$ cat src/rtl/hex_scroll_pkg.sv
// ---------------------------------------------------------------------------
// hex_scroll_pkg
//
// Shared types and helpers for the seven-segment message scroller.
//   state_t      : scroller FSM states (IDLE / FETCH / SHOW)
//   seg_t        : one seven-segment digit, active-low, bit order gfedcba
//   SEG_BLANK    : all segments off
//   char_to_seg  : ASCII code to segment pattern; unknown codes are blank
// ---------------------------------------------------------------------------
package hex_scroll_pkg;

    typedef enum logic [1:0] {
        IDLE  = 2'd0,
        FETCH = 2'd1,
        SHOW  = 2'd2
    } state_t;

    typedef logic [6:0] seg_t;

    localparam seg_t SEG_BLANK = 7'b1111111;

    // Only the glyphs that render legibly on seven segments are mapped.
    // Letters are case-exact: 'A' and 'a' are different codes, and only
    // the form that looks right on the display is recognised.
    function automatic seg_t char_to_seg(input logic [7:0] ch);
        case (ch)
            8'h30:   return 7'b1000000;  // 0
            8'h31:   return 7'b1111001;  // 1
            8'h32:   return 7'b0100100;  // 2
            8'h33:   return 7'b0110000;  // 3
            8'h34:   return 7'b0011001;  // 4
            8'h35:   return 7'b0010010;  // 5
            8'h36:   return 7'b0000010;  // 6
            8'h37:   return 7'b1111000;  // 7
            8'h38:   return 7'b0000000;  // 8
            8'h39:   return 7'b0010000;  // 9
            8'h41:   return 7'b0001000;  // A
            8'h62:   return 7'b0000011;  // b
            8'h43:   return 7'b1000110;  // C
            8'h64:   return 7'b0100001;  // d
            8'h45:   return 7'b0000110;  // E
            8'h46:   return 7'b0001110;  // F
            8'h67:   return 7'b0010000;  // g
            8'h68:   return 7'b0001011;  // h
            default: return SEG_BLANK;
        endcase
    endfunction

endpackage

$ cat src/rtl/seg7_decode.sv
// ---------------------------------------------------------------------------
// seg7_decode
//
// Combinational ASCII to seven-segment decoder for a single digit.
//   ch   in  8  ASCII character
//   seg  out 7  active-low segments, gfedcba
// ---------------------------------------------------------------------------
module seg7_decode
    import hex_scroll_pkg::*;
(
    input  logic [7:0] ch,
    output seg_t       seg
);

    assign seg = char_to_seg(ch);

endmodule

$ cat src/rtl/hex_scroll_display.sv
// ---------------------------------------------------------------------------
// hex_scroll_display
//
// Multi-digit seven-segment message scroller. A DIGITS-wide window of an
// MSG_LEN-character message is read from a synchronous character memory into
// a shadow buffer, and the whole window is decoded into HEX on a single edge
// so the display never shows a half-updated frame.
//
// Ports:
//   CLOCK     in   1          clock, rising edge
//   RESETn    in   1          synchronous active-low reset
//   step_en   in   1          tick advancing the step divider
//   run       in   1          1 = scroll, 0 = freeze
//   dir       in   1          0 = scroll left (offset+1), 1 = right (offset-1)
//   mem_addr  out  ADDR_W     character memory read address
//   mem_data  in   8          character, valid the cycle after mem_addr
//   HEX       out  DIGITS*7   active-low segments, digit 0 rightmost
//   LEDR      out  10         {2'b0, character at offset}
//   busy      out  1          frame fetch in progress
//
// Optional feature macro: HEX_SCROLL_BLINK_EN
//   When defined, step_en pulses while frozen (SHOW, run=0) toggle a blink
//   flag that blanks HEX; run=1 or reset clears it.
// ---------------------------------------------------------------------------
module hex_scroll_display
    import hex_scroll_pkg::*;
#(
    parameter int DIGITS  = 6,
    parameter int MSG_LEN = 16,
    parameter int ADDR_W  = 5,
    parameter int DIV     = 4
) (
    input  logic                  CLOCK,
    input  logic                  RESETn,
    input  logic                  step_en,
    input  logic                  run,
    input  logic                  dir,
    output logic [ADDR_W-1:0]     mem_addr,
    input  logic [7:0]            mem_data,
    output logic [DIGITS*7-1:0]   HEX,
    output logic [9:0]            LEDR,
    output logic                  busy
);

    localparam int IDX_W = $clog2(DIGITS + 1);
    localparam int CNT_W = (DIV > 1) ? $clog2(DIV) : 1;

    localparam logic [ADDR_W-1:0] LAST_ADDR = ADDR_W'(MSG_LEN - 1);
    localparam logic [IDX_W-1:0]  LAST_IDX  = IDX_W'(DIGITS);
    localparam logic [CNT_W-1:0]  LAST_CNT  = CNT_W'(DIV - 1);

    state_t                state;
    state_t                next_state;
    logic [ADDR_W-1:0]     offset;
    logic [ADDR_W-1:0]     next_offset;
    logic [CNT_W-1:0]      div_cnt;
    logic [IDX_W-1:0]      fetch_idx;
    logic [7:0]            shadow     [DIGITS];
    logic [7:0]            frame_char [DIGITS];
    seg_t                  frame_seg  [DIGITS];
    logic [DIGITS*7-1:0]   frame_hex;
    logic [DIGITS*7-1:0]   hex_reg;
    logic                  step_fire;
    logic                  fetch_done;

    // Address arithmetic wraps by comparison instead of a modulo so no
    // divider is inferred for non-power-of-two message lengths.
    function automatic logic [ADDR_W-1:0] wrap_inc(input logic [ADDR_W-1:0] a);
        return (a == LAST_ADDR) ? '0 : a + 1'b1;
    endfunction

    function automatic logic [ADDR_W-1:0] wrap_dec(input logic [ADDR_W-1:0] a);
        return (a == '0) ? LAST_ADDR : a - 1'b1;
    endfunction

    // Step and fetch-completion qualifiers shared by the FSM and datapath.
    always_comb begin
        step_fire   = (state == SHOW) && step_en && run && (div_cnt == LAST_CNT);
        fetch_done  = (state == FETCH) && (fetch_idx == LAST_IDX);
        next_offset = dir ? wrap_dec(offset) : wrap_inc(offset);
    end

    // State register.
    always_ff @(posedge CLOCK) begin
        if (!RESETn) begin
            state <= IDLE;
        end else begin
            state <= next_state;
        end
    end

    // Next-state logic and the busy flag.
    always_comb begin
        next_state = state;
        busy       = 1'b0;
        case (state)
            IDLE: begin
                next_state = FETCH;
            end
            FETCH: begin
                busy = 1'b1;
                if (fetch_done) begin
                    next_state = SHOW;
                end
            end
            SHOW: begin
                if (step_fire) begin
                    next_state = FETCH;
                end
            end
            default: begin
                next_state = IDLE;
            end
        endcase
    end

    // The frame being committed: slot 0 is the last character to arrive and
    // is taken straight from the memory bus so it can be decoded on the same
    // edge it would have been captured.
    genvar k;
    generate
        for (k = 0; k < DIGITS; k++) begin : g_digit
            if (k == 0) begin : g_bus
                assign frame_char[k] = mem_data;
            end else begin : g_shadow
                assign frame_char[k] = shadow[k];
            end
            seg7_decode u_decode (
                .ch  (frame_char[k]),
                .seg (frame_seg[k])
            );
            assign frame_hex[7*k +: 7] = frame_seg[k];
        end
    endgenerate

    // Datapath: issue addresses and capture characters during FETCH, commit
    // the frame on the final FETCH edge, and run the step divider in SHOW.
    // Issue i's character returns during FETCH cycle i+1 and lands in slot
    // DIGITS-1-i, i.e. slot DIGITS-fetch_idx.
    always_ff @(posedge CLOCK) begin
        if (!RESETn) begin
            offset    <= '0;
            div_cnt   <= '0;
            fetch_idx <= '0;
            mem_addr  <= '0;
            hex_reg   <= {DIGITS{SEG_BLANK}};
            LEDR      <= '0;
            for (int s = 0; s < DIGITS; s++) begin
                shadow[s] <= 8'h20;
            end
        end else begin
            case (state)
                IDLE: begin
                    fetch_idx <= '0;
                    mem_addr  <= offset;
                end
                FETCH: begin
                    mem_addr  <= wrap_inc(mem_addr);
                    fetch_idx <= fetch_idx + 1'b1;
                    for (int s = 0; s < DIGITS; s++) begin
                        if (fetch_idx == IDX_W'(DIGITS - s)) begin
                            shadow[s] <= mem_data;
                        end
                    end
                    if (fetch_done) begin
                        fetch_idx <= '0;
                        hex_reg   <= frame_hex;
                        LEDR      <= {2'b00, frame_char[DIGITS-1]};
                    end
                end
                SHOW: begin
                    if (step_en && run) begin
                        if (div_cnt == LAST_CNT) begin
                            div_cnt   <= '0;
                            offset    <= next_offset;
                            mem_addr  <= next_offset;
                            fetch_idx <= '0;
                        end else begin
                            div_cnt <= div_cnt + 1'b1;
                        end
                    end
                end
                default: begin
                    fetch_idx <= '0;
                end
            endcase
        end
    end

`ifdef HEX_SCROLL_BLINK_EN
    logic blink;

    // Blink flag: toggled by ticks while frozen, cleared as soon as scrolling
    // resumes. It only masks HEX; the committed frame and LEDR are untouched.
    always_ff @(posedge CLOCK) begin
        if (!RESETn) begin
            blink <= 1'b0;
        end else if (run) begin
            blink <= 1'b0;
        end else if ((state == SHOW) && step_en) begin
            blink <= ~blink;
        end
    end

    assign HEX = blink ? {DIGITS{SEG_BLANK}} : hex_reg;
`else
    assign HEX = hex_reg;
`endif

endmodule

$ cat config.mk
export PLATFORM = sky130hd
export DESIGN_NAME = hex_scroll_display
export DESIGN_NICKNAME = d
export VERILOG_FILES = /design/src/rtl/hex_scroll_pkg.sv /design/src/rtl/seg7_decode.sv /design/src/rtl/hex_scroll_display.sv
export SDC_FILE = /design/constraint.sdc
export NUM_CORES = 1
export LEC_CHECK = 0
export ABC_AREA = 1
export BUFFER_PORTS_ARGS = -buffer_cell sky130_fd_sc_hd__buf_2
export CORE_ASPECT_RATIO = 0.8
export CORE_MARGIN = 8
export CORE_UTILIZATION = 60
export DETAILED_ROUTE_END_ITERATION = 8
export PLACE_DENSITY = 0.81
export REMOVE_ABC_BUFFERS = 1
export SLEW_MARGIN = 20
export SYNTH_ARGS = -nofsm -noshare
export SYNTH_HDL_FRONTEND = slang
export SYNTH_SLANG_ARGS = --single-unit
$ cat constraint.sdc
create_clock -name CLOCK -period 4.6 [get_ports CLOCK]
set_input_delay 0.92 -clock CLOCK [delete_from_list [all_inputs] [get_ports CLOCK]]
set_output_delay 0.92 -clock CLOCK [all_outputs]
set_load 0.02 [all_outputs]
=== Word-level counts from Yosys, hierarchy flattened ===
Memory sizes are Yosys's and may differ from the RTL's.
Cells that the tools add are included.

* Output and inout port bits: 58
* Input port bits: 13
* Word-level logic and storage cells: 215
* Memories: 1
* Memory bits (writable): 48
* Register bits after elaboration: 67

* Bitwise logic cells: 6
* Add/subtract/negate cells: 5
* Reduce and logical (&&, ||, !) cells: 20
* Equality and inequality tests: 123
* Mux-type cells: 53

{| class="wikitable"
|+ Memory list
! memory !! depth !! bits a word !! rd ports !! clocked after Yosys merged registers in !! wr ports !! RTL line !! text
|-
| shadow || 6 || 8 || 5 || 0 || 6 || hex_scroll_display.sv:58 || <nowiki>logic [7:0] shadow [DIGITS];</nowiki>
|}

{| class="wikitable"
|+ Operators with widths
! operator !! number
|-
| $pmux W7 S17 || 6
|-
| $eq A8 B6 Y1 const B || 60
|-
| $eq A8 B7 Y1 const B || 48
|-
| $mux W8 || 6
|-
| $mux W5 || 6
|-
| $mux W1 || 26
|-
| $pmux W5 S3 || 1
|-
| $reduce_or A2 Y1 || 6
|-
| $add A5 B1 Y5 const B || 2
|-
| $eq A5 B4 Y1 const B || 2
|-
| $eq A3 B3 Y1 const B || 3
|-
| $mux W3 || 3
|-
| $reduce_and A2 Y1 || 4
|-
| $eq A3 B2 Y1 const B || 2
|-
| $mux W2 || 3
|-
| $or A1 B1 Y1 || 6
|-
| $pmux W2 S3 || 1
|-
| $pmux W3 S2 || 1
|-
| $reduce_and A3 Y1 || 2
|-
| $logic_and A1 B1 Y1 || 5
|-
| $logic_not A5 Y1 || 1
|-
| $sub A5 B1 Y5 const B || 1
|-
| $eq A2 B2 Y1 const B || 2
|-
| $ne A2 B1 Y1 const B || 2
|-
| other kinds (7) || 8
|}

=== Depth between registers and ports, before layout ===
Gate-level depths: netlist of the first run.

* Word-level depth: 6
* Gate-level depth with buffers: 12

=== By module ===
A second synthesis of the first run with hierarchy kept.

* Cells, all modules: 1074
* Area total of the unflattened synthesis: 6906.6 um^2

{| class="wikitable"
|+ By module, submodules not included
! module !! instances !! area an instance (um^2) !! cells an instance !! seq. area each (um^2)
|-
| hex_scroll_display || 1 || 4316.6 || 492 || 2542.4
|-
| seg7_decode || 6 || 431.7 || 97 || 0.0
|}

=== Worst setup path before layout of the first run ===
Ideal clock, no wire load.

* Path type: input to register
* Start point: input RESETn
* End point: memory shadow[3][0] (netlist: shadow[0][24]) (enable)
* Data required time: 4.243 ns
* Path buffers: 2
* Setup slack: 2.523 ns
* Stages: 3
* Arrival time: 1.720 ns
* Cells stage by stage: clkbuf_1 -> clkbuf_1 -> o21ai_0

{| class="wikitable"
|+ RTL lines
! item !! RTL line !! text
|-
| from (decl) || hex_scroll_display.sv:34 || <nowiki>input logic RESETn,</nowiki>
|-
| to (decl) || hex_scroll_display.sv:58 ||
|}

=== Final worst setup path of the first run ===
* Start point: register state[1]
* End point: register hex_reg[13] (netlist: HEX[13])

* Cells in the longest elaborated chain, start to end: 3

{| class="wikitable"
|+ Ends and longest elaborated chain
! item !! RTL line !! text
|-
| from (decl) || hex_scroll_display.sv:52 || <nowiki>state_t state;</nowiki>
|-
| from (signal assigned) || hex_scroll_display.sv:88 || <nowiki>state <= next_state;</nowiki>
|-
| $eq A2 B1 Y1 * || hex_scroll_display.sv:79, hex_scroll_display.sv:152 ||
|-
| $logic_and A1 B1 Y1 || hex_scroll_display.sv:79 || <nowiki>fetch_done = (state == FETCH) && (fetch_idx == LAST_IDX);</nowiki>
|-
| $reduce_and A2 Y1 (no line) * || - ||
|-
| to (signal assigned) || hex_scroll_display.sv:146 || <nowiki>hex_reg <= {DIGITS{SEG_BLANK}};</nowiki>
|-
| to (signal assigned) || hex_scroll_display.sv:167 || <nowiki>hex_reg <= frame_hex;</nowiki>
|-
| to (decl) || hex_scroll_display.sv:62 || <nowiki>logic [DIGITS*7-1:0] hex_reg;</nowiki>
|}

Every way passes the cells marked *; elsewhere a longest branch is shown, timed or not.
A chain may end at the register's enable or synchronous reset.

==> metrics.md, run 1 <==
| Metric | Value |
|---|---|
| Die Span X | 132 um |
| Worst r2r path cells | 9 |
| Worst reg2reg startpoint | state[1] |
| Logic pwr share | 8.9% |
| DRC Markers | 0 |
| Crit path from | state[1] |
| CTS sink cnt | 107 |
| Ranking of synthesized cells by area | dfxtp_1 (21%), nand2_1 (19%), edfxtp_1 (19%) |
| Library cells used by synthesis | 37 |
| Post-route cell area | 7230 sq um |
| Post-synth EDFFs | 40 |
| Average via count per standard cell | 5.22 |
| Most Crowded Layer GR | met2 |
| Critical Path Sink Type | flip-flop |
| Slowest-stage cell, CP | clkinv_1 |
| CTS tree | done |
| Reg power frac | 51.9% |
| GR Util met3 | 3.96% |
| Total power draw | 1960 uW |
| Hold_sp | HEX[30] |
| WP data required | 4.83 ns |
| Vias in the first global route | 5759 |
| Critical path cell sequence | inv_1 > ha_1 > nand2_1 > nor2_4 > buf_4 > clkinv_1 > buf_4 > a21oi_1 > nand2_1 |
| Max-slew violation count | 0 |
| Setup Skew | 0.00933 ns |
| Initial antenna violation count | 0 |
| WS Path Type | flip-flop to flip-flop |
| Crit path largest cell delay | 0.68 ns |
| Net switching fraction of the power | 24.9% |
| Post-DP Area | 6940 sq um |
| Post-CTS setup buffer count | 0 |
| RSZ-0062 raised after global routing | no |
| Cell taking the most area after synthesis | dfxtp_1 |
| Net Sw Power | 488 uW |
| Core Util, Final | 67.4% |
| Hold/Removal Path Class | flip-flop to flip-flop |
| FFs w/ async S/R, synth | 0% |
| Starting density of the core | 60.5% |
| Yosys reg bits | 107 |
| Mapped Cells | 1015 |
| Layout cells sized above 1 | 9.35% |
| Static leakage | 0.00324 uW |
| Pint | 1470 uW |
| Die H | 109 um |
| Clock root cell | clkbuf_16 |
| Post-DP HPWL | 11.0 mm |
| Hold path depth | 2 |
| Syn avg cell area | 6.39 sq um |
| Maxcap violations | 0 |
| First-pass GRT wire length | 25.6 mm |
| Slew @ Worst Pin | 1.04 ns |
| TritonCTS Buffers | 9 |
| Dpl cells | 1208 |
| PostCTS Resize Cnt | 0 |
| I/O pin count | 71 |
| Cell Pwr Density | 270 nW/um^2 |
| Slew margin rel. | 30.8% |
| GRT Total Usage | 21.0% |
| # port buffers | 68 |
| Final Critical Period | 2.94 ns |
| Most frequent cell after synthesis | nand2_1 |
| Drt initial violations | 567 |
| Final setup viols | 0 |
| Post-route ant nets | 0 |
| Pin count of the biggest net entering global routing | 60 |
| DR vias | 6391 |
| Core area | 10700 sq um |
| Die footprint | 14400 sq um |
| Gpl congestion | 0.932 |
| Peak VDD IR | 190 uV |
| Clk buf depth | 2 |
| Site Rows | 34 |
| Largest fanout on the critical path | 59 |
| Run status | finished clean |
| H-Tree Depth | 3 |
| Seq/Total Area, Yosys | 39.2% |
| Total wire length | 14.9 mm |
| Most frequent cells after synthesis | nand2_1 (326), nor2_1 (203), inv_1 (100), a21oi_1 (80), dfxtp_1 (67) |
| Total grt overflow | 0 |
| Arrival @ worst endpoint | 3.17 ns |
| Mapped Area | 6490 sq um |
| YS warnings | 0 |
| CTS Hold Bufs | 0 |
| Top-area cell type share of the netlist area | 20.7% |
| N_diodes | 0 |
| Setup TNS | 0 ns |
| Post-synth top flop | dfxtp_1 |
| Cell Count, Final, Fillers Out | 1224 |
| Clock Latency Late Sink | 0.34 ns |
| Fin crit share | 63.9% |
| Total Nets Final | 1101 |
| DRT Pass-1 Iters | 5 |
| Worst setup SP type | flip-flop |
| Hold Violations, Final | 0 |
| Drt wl/cell | 12.1 um |
| Area grow syn2layout | 11.5% |
| Power share of the clock group | 39.2% |
| Clock-pin slew on the worst setup and hold paths | 0.07 ns |
| Met1 usage in global routing | 27.3% |
| FMAX | 340 MHz |
| Global-route met2 utilization | 35.2% |
-- kinds of logic (layout without fill, tap and decap cells) --
| group | count (synthesis) | after routing | share of synthesized area (%) |
|---|---|---|---|
| flops | 107 | 107 | 39.2 |
| fa+ha+maj | 13 | 13 | 2.51 |
| simple gates | 634 | 634 | 39.8 |
| compound gates | 128 | 128 | 10.4 |
| xor+xnor | 4 | 4 | 0.540 |
| other cells | 1 | 2 | 0.0578 |
| buf+inv | 128 | 192 | 7.58 |
-- registers in the layout (all words and copies together) (netlist names) --
name / count
HEX: 42
offset: 5
shadow: 40
LEDR: 8
div_cnt: 2
fetch_idx: 3
mem_addr: 5
state: 2
-- cell usage in the layout, fill, tap and decap left out, types with 6 or more instances in the layout --
master / synthesis / final
dfxtp_1: 67 / 67
nor3_1: 17 / 17
nor2_1: 203 / 203
clkbuf_16: 0 / 9
o21ai_0: 30 / 30
buf_2: 2 / 68
ha_1: 13 / 13
nand3_1: 57 / 57
nand2_1: 326 / 326
a21oi_1: 80 / 80
edfxtp_1: 40 / 40
inv_1: 100 / 99
nor3b_1: 6 / 6
-- per-stage QoR --
step	setup slack, ns	hold WS, ns
after floorplan	0.982	0.427
after global placement	1.79	0.439
after detailed placement	1.71	0.448
after CTS	1.69	0.466
after global routing	1.33	0.483
final	1.66	0.462
-- power groups by stage --
stage / Clock, uW / Combinational, uW / Sequential, uW
CTS: 777 / 173 / 1010
finish: 766 / 174 / 1020
global placement: 0 / 171 / 1040
detailed placement: 0 / 172 / 1040
floorplan: 0 / 123 / 1030
global route: 806 / 199 / 1020
-- final timing paths --
kind             end  slack (ns)
min          HEX[30]        0.46
max          HEX[13]        1.66
min reg2reg  HEX[30]        0.46
max reg2reg  HEX[13]        1.66
-- metal layers --
| metal | up-vias | wire, um |
|---|---|---|
| met5 | - | 0 |
| met4 | 0 | 165 |
| met2 | 216 | 6560 |
| li1 | 3356 | - |
| met3 | 17 | 967 |
| met1 | 2802 | 7170 |
-- critical path: cells and delay by family, from the launching register on --
family / cells / cell delay, ns
compound gates: 1 / 0.17
fa+ha+maj: 1 / 0.29
buf+inv: 4 / 1.67
flops: 1 / 0.34
simple gates: 3 / 0.31
-- cell type report --
| cell class | instances | area (sq um) |
|---|---|---|
| multi-input combinational | 781 | 3460 |
| timing repair buffer | 70 | 355 |
| clock buffer | 10 | 229 |
| sequential | 107 | 2540 |
| clock inverter | 6 | 63.8 |
| inverter | 106 | 399 |
| tap | 144 | 180 |
| fill | 986 | 3490 |
Power figures use the tool's default switching activity.
==> run 2, diff against run 1 <==
Settings changed: CORE_UTILIZATION 60 to 59, PLACE_DENSITY 0.81 to 0.8.
Clock period 4.6 ns to 3 ns, I/O delays scaled along.
==> run 2 against run 1 <==
  * Routed wire length grew 3.3%
  * Sequential cell count is the same
  * Hold slack lost 0.00096 ns
==> metrics.md, run 2 (synthesized netlist as in run 1, its figures left out) <==
| Metric | Value |
|---|---|
| Setup Skew | 0.00520 ns |
| CTS tree | done |
| Static leakage | 0.00328 uW |
| Post-CTS setup buffer count | 0 |
| Post-DP HPWL | 11.1 mm |
| Fin crit share | 69.7% |
| Initial antenna violation count | 0 |
| CTS Hold Bufs | 0 |
| Clock root cell | clkbuf_16 |
| DRT Pass-1 Iters | 5 |
| GRT Total Usage | 21.3% |
| Total power draw | 3050 uW |
| Hold/Removal Path Class | flip-flop to flip-flop |
| Post-route cell area | 7280 sq um |
| Total Nets Final | 1103 |
| GR Util met3 | 5.16% |
| Slack of the critical path | 0.909 ns |
| Worst slack at placement | 0.905 ns |
| Average via count per standard cell | 5.23 |
| Maxcap violations | 0 |
| Gpl congestion | 0.906 |
| Drt initial violations | 528 |
| Worst setup SP type | flip-flop |
| Hold Violations, Final | 0 |
| Die Span X | 133 um |
| Max-slew violation count | 0 |
| Global-route met2 utilization | 34.8% |
| H-Tree Depth | 3 |
| Crit path largest cell delay | 0.42 ns |
| Slew @ Worst Pin | 0.585 ns |
| Peak VDD IR | 440 uV |
| Top cell by count, worst path | nand2_1 |
| Slowest-stage cell, CP | clkinv_1 |
| Final Critical Period | 2.09 ns |
| Core area | 10800 sq um |
| TritonCTS Buffers | 9 |
| Total grt overflow | 0 |
| I/O pin count | 71 |
| Most common cell after layout, fill and taps aside | nand2_1 |
| Post-DP Area | 6970 sq um |
| Clk buf depth | 2 |
| # port buffers | 68 |
| Final setup viols | 0 |
| Layout cells sized above 1 | 9.70% |
| WP data required | 3.24 ns |
| Critical Path Sink Type | flip-flop |
| Clock Latency Late Sink | 0.35 ns |
| Commonest non-fill, non-tap cells in the layout | nand2_1 (326), nor2_1 (203), inv_1 (99), a21oi_1 (80), buf_2 (68) |
| N_diodes | 0 |
| Die footprint | 14600 sq um |
| Met1 usage in global routing | 27.6% |
| Starting density of the core | 60.0% |
| Most Crowded Layer GR | met2 |
| RSZ-0062 raised after global routing | no |
| Run status | finished clean |
| Die H | 110 um |
| Pin count of the biggest net entering global routing | 59 |
| Max reg flops | 42 |
| Site Rows | 34 |
| Clock-pin slew on the worst setup and hold paths | 0.07 ns |
| Largest fanout on the critical path | 29 |
| Core Util, Final | 67.4% |
| First-pass GRT wire length | 25.9 mm |
| PostCTS Resize Cnt | 0 |
| FMAX | 478 MHz |
| Arrival @ worst endpoint | 2.34 ns |
| WS Path Type | flip-flop to flip-flop |
| CP top delay family | buffers and inverters |
| Area grow syn2layout | 12.3% |
| Vias in the first global route | 5796 |
| Slew margin rel. | 61.0% |
| DRC Markers | 0 |
| Post-route ant nets | 0 |
| CTS sink cnt | 107 |
| Total wire length | 15.4 mm |
| Worst Path Buf+Inv | 3 |
| DR vias | 6407 |
| Drt wl/cell | 12.5 um |
| Critical path cell sequence | inv_1 > ha_1 > nand2_1 > nor2_4 > clkinv_1 > buf_12 > a21oi_1 > nand2_1 |
| Cell Pwr Density | 419 nW/um^2 |
-- run 2: changes by cell type in the layout (fill, tap and decap cells not counted) --
| cell | before | now |
|---|---|---|
| clkbuf_1 | 1 | 0 |
| clkbuf_8 | 0 | 1 |
| clkinvlp_4 | 1 | 0 |
| clkbuf_16 | 9 | 11 |
| clkinv_2 | 2 | 3 |
| buf_4 | 2 | 3 |
| bufinv_16 | 1 | 0 |
| buf_12 | 0 | 1 |
| clkinv_1 | 2 | 1 |
-- run 2: layout make-up --
cell class / count / area (sq um)
Fill cell: 973 / 3520
Clock buffer: 12 / 289
Tap cell: 144 / 180
Clock inverter: 4 / 27.5
Inverter: 106 / 399
Sequential cell: 107 / 2540
Timing Repair Buffer: 72 / 383
Multi-Input combinational cell: 781 / 3460
-- run 2: per-stage QoR --
stage                     TNS (ns)  hold slack (ns)  cells
after floorplan             -26.51            0.427    994
after global placement           0            0.441   1210
after detailed placement         0            0.450   1210
after CTS                        0            0.466   1226
after global routing             0            0.478   1226
final                            0            0.461   1226
-- run 2: final timing paths --
check / startpoint / end / slack (ns) / cells past startpoint
hold reg to reg: div_cnt[1] / div_cnt[1] / 0.46 / 2
hold / removal: div_cnt[1] / div_cnt[1] / 0.46 / 2
setup reg to reg: state[1] / HEX[28] / 0.91 / 8
setup / recovery: state[1] / HEX[28] / 0.91 / 8
-- run 2: power by group --
group | internal (uW) | switching, uW | total (uW)
clock network | 689 | 539 | 1230
registers | 1530 | 27.9 | 1560
logic | 75.2 | 193 | 268
-- run 2: metal layers --
layer,routed length [um],vias to the layer above
met5,0,-
met1,7180,2791
met3,1120,22
met2,6850,230
li1,-,3364
met4,212,0
-- run 2: tightest hold or removal path, cell delays in order (launching register included) --
cell and delay [ns]:
dfxtp_1 0.32, inv_1 0.05, a21oi_1 0.05
==> run 3, diff against run 2 <==
Settings changed: CORE_UTILIZATION 59 to 54, PLACE_DENSITY 0.8 to 0.77.
Clock period 3 ns to 1.85 ns, I/O delays scaled along.
==> run 3 against run 2 <==
  * Sequential share of layout area is 0.72 points lower
  * First-iteration DRC count is 0.76% lower
  * Hold slack worse by 0.089 ns
  * Total power is 67% higher
  * Sequential cell count stayed put
  * Critical endpoint is now mem_addr[2]
==> metrics.md, run 3 (synthesized netlist as in run 1, its figures left out) <==
| Metric | Value |
|---|---|
| H-Tree Depth | 3 |
| Worst reg2reg startpoint | state[0] |
| Max reg flops | 42 |
| Die H | 114 um |
| Setup TNS | 0 ns |
| Initial antenna violation count | 0 |
| Worst R2R Setup Slack | 0.16 ns |
| Drt initial violations | 524 |
| Largest fanout on the critical path | 7 |
| Arrival @ worst endpoint | 1.92 ns |
| TritonCTS Buffers | 9 |
| Total Nets Final | 1121 |
| Starting density of the core | 55.9% |
| Cell Pwr Density | 686 nW/um^2 |
| Clock root cell | clkbuf_16 |
| Pin count of the biggest net entering global routing | 31 |
| Clk buf depth | 2 |
| Final Critical Period | 1.69 ns |
| Commonest non-fill, non-tap cells in the layout | nand2_1 (326), nor2_1 (194), inv_1 (99), a21oi_1 (80), buf_2 (68) |
| Power share of the clock group | 41.5% |
| Layout cells sized above 1 | 12.0% |
| Setup Skew | 0.00735 ns |
| Post-DP HPWL | 11.8 mm |
| CTS sink cnt | 107 |
| FMAX | 593 MHz |
| WP data required | 2.08 ns |
| DR vias | 6555 |
| Clock-pin slew on the worst setup and hold paths | 0.07 ns |
| Total power draw | 5110 uW |
| Hold Violations, Final | 0 |
| Total wire length | 16.0 mm |
| N_diodes | 0 |
| FF-to-FF End | mem_addr[2] |
| Layout fillers | 1031 |
| Site Rows | 35 |
| Total grt overflow | 0 |
| FF/Latch Area | 2540 sq um |
| Post-DP Area | 7080 sq um |
| Peak VDD IR | 508 uV |
| Core Util, Final | 64.1% |
| Crit path from | state[0] |
| Hold/Removal Path Class | input port to flip-flop |
| Logic pwr share | 9.1% |
| WS Path Type | flip-flop to flip-flop |
| Static leakage | 0.00336 uW |
| Hold Path Sink | div_cnt[1] |
| Vias in the first global route | 6134 |
| Hold path depth | 3 |
| Die Span X | 139 um |
| Critical Path Sink Type | flip-flop |
| Reg power frac | 49.5% |
| Area grow syn2layout | 14.7% |
| Fin crit share | 91.1% |
| Worst r2r path cells | 10 |
| Post-route cell area | 7440 sq um |
| Pint | 3850 uW |
| Hold_sp | step_en |
| Post-route ant nets | 0 |
| Max-slew violation count | 0 |
| Run status | finished clean |
| DRT Pass-1 Iters | 5 |
| Core area | 11600 sq um |
| Average via count per standard cell | 5.25 |
| CTS Hold Bufs | 0 |
| Net Sw Power | 1260 uW |
| I/O pin count | 71 |
| Clock Latency Late Sink | 0.36 ns |
| Net switching fraction of the power | 24.6% |
| Drt wl/cell | 12.8 um |
| CTS tree | done |
| Gpl congestion | 0.974 |
| Maxcap violations | 0 |
| Final setup viols | 0 |
| Worst setup SP type | flip-flop |
| # port buffers | 68 |
| GRT Total Usage | 20.5% |
| Most common cell after layout, fill and taps aside | nand2_1 |
| DRC Markers | 0 |
| Multi-input logic area | 3490 sq um |
| Die footprint | 15800 sq um |
| First-pass GRT wire length | 27.5 mm |
-- run 3: cell count changes in the layout (fill, tap and decap cells not counted), sizes merged --
cell    delta
buf       +18
clkinv     -2
bufinv     +2
-- run 3: critical path: stages (launching register included) --
cell and delay (ns):
dfxtp_2 0.36, inv_1 0.07, ha_1 0.23, nand3_2 0.13
nor2_4 0.06, inv_2 0.10, nand2_2 0.14, nand2_4 0.12
clkinv_2 0.11, o21ai_0 0.18, a21oi_1 0.06
-- run 3: worst max path at each step --
stage	slack (ns)	depth (start not counted)	endpoint
4_1_cts	0.10	8	HEX[21]
5_1_grt	-0.009	12	HEX[37]
3_5_place_dp	0.13	11	HEX[1]
6_report	0.16	10	mem_addr[2]
3_3_place_gp	0.05	11	HEX[2]
2_1_floorplan	-1.77	7	HEX[0]
-- run 3: layer usage --
layer	up-vias	routed length, um	global-route usage (%)
li1	3406	-	-
met1	2907	7580	25.9
met2	214	7090	33.6
met3	28	1030	5.11
met4	0	325	6.79
met5	-	0	0
-- run 3: power by group through the flow --
stage / sequential, uW / combinational (uW) / clock [uW]
2_1_floorplan: 2570 / 305 / 0
3_3_place_gp: 2580 / 451 / 0
3_5_place_dp: 2570 / 451 / 0
4_1_cts: 2520 / 454 / 2160
5_1_grt: 2530 / 526 / 2240
6_report: 2530 / 464 / 2120
-- run 3: per-stage QoR --
stage / hold slack, ns / worst slack [ns] / std cells
after global placement: 0.441 / 0.0494 / 1230
final: 0.372 / 0.164 / 1248
after CTS: 0.360 / 0.103 / 1246
after global routing: 0.397 / -0.00910 / 1248
after detailed placement: 0.447 / 0.130 / 1230
after floorplan: 0.427 / -1.77 / 994
-- run 3: layout make-up --
class | count | share of cell area (%)
clock buffers | 12 | 3.31
clock inverters | 4 | 0.992
inverters | 106 | 5.36
multi-input cells | 781 | 46.9
flip-flops and latches | 107 | 34.2
well taps | 148 | 2.49
repair buffers | 90 | 6.79
-- run 3: timing repair --
| action | CTS | global route |
|---|---|---|
| setup buffers | 0 | 2 |
| endpoints found under the setup margin | 0 | 47 |
| resized for setup | 0 | 11 |
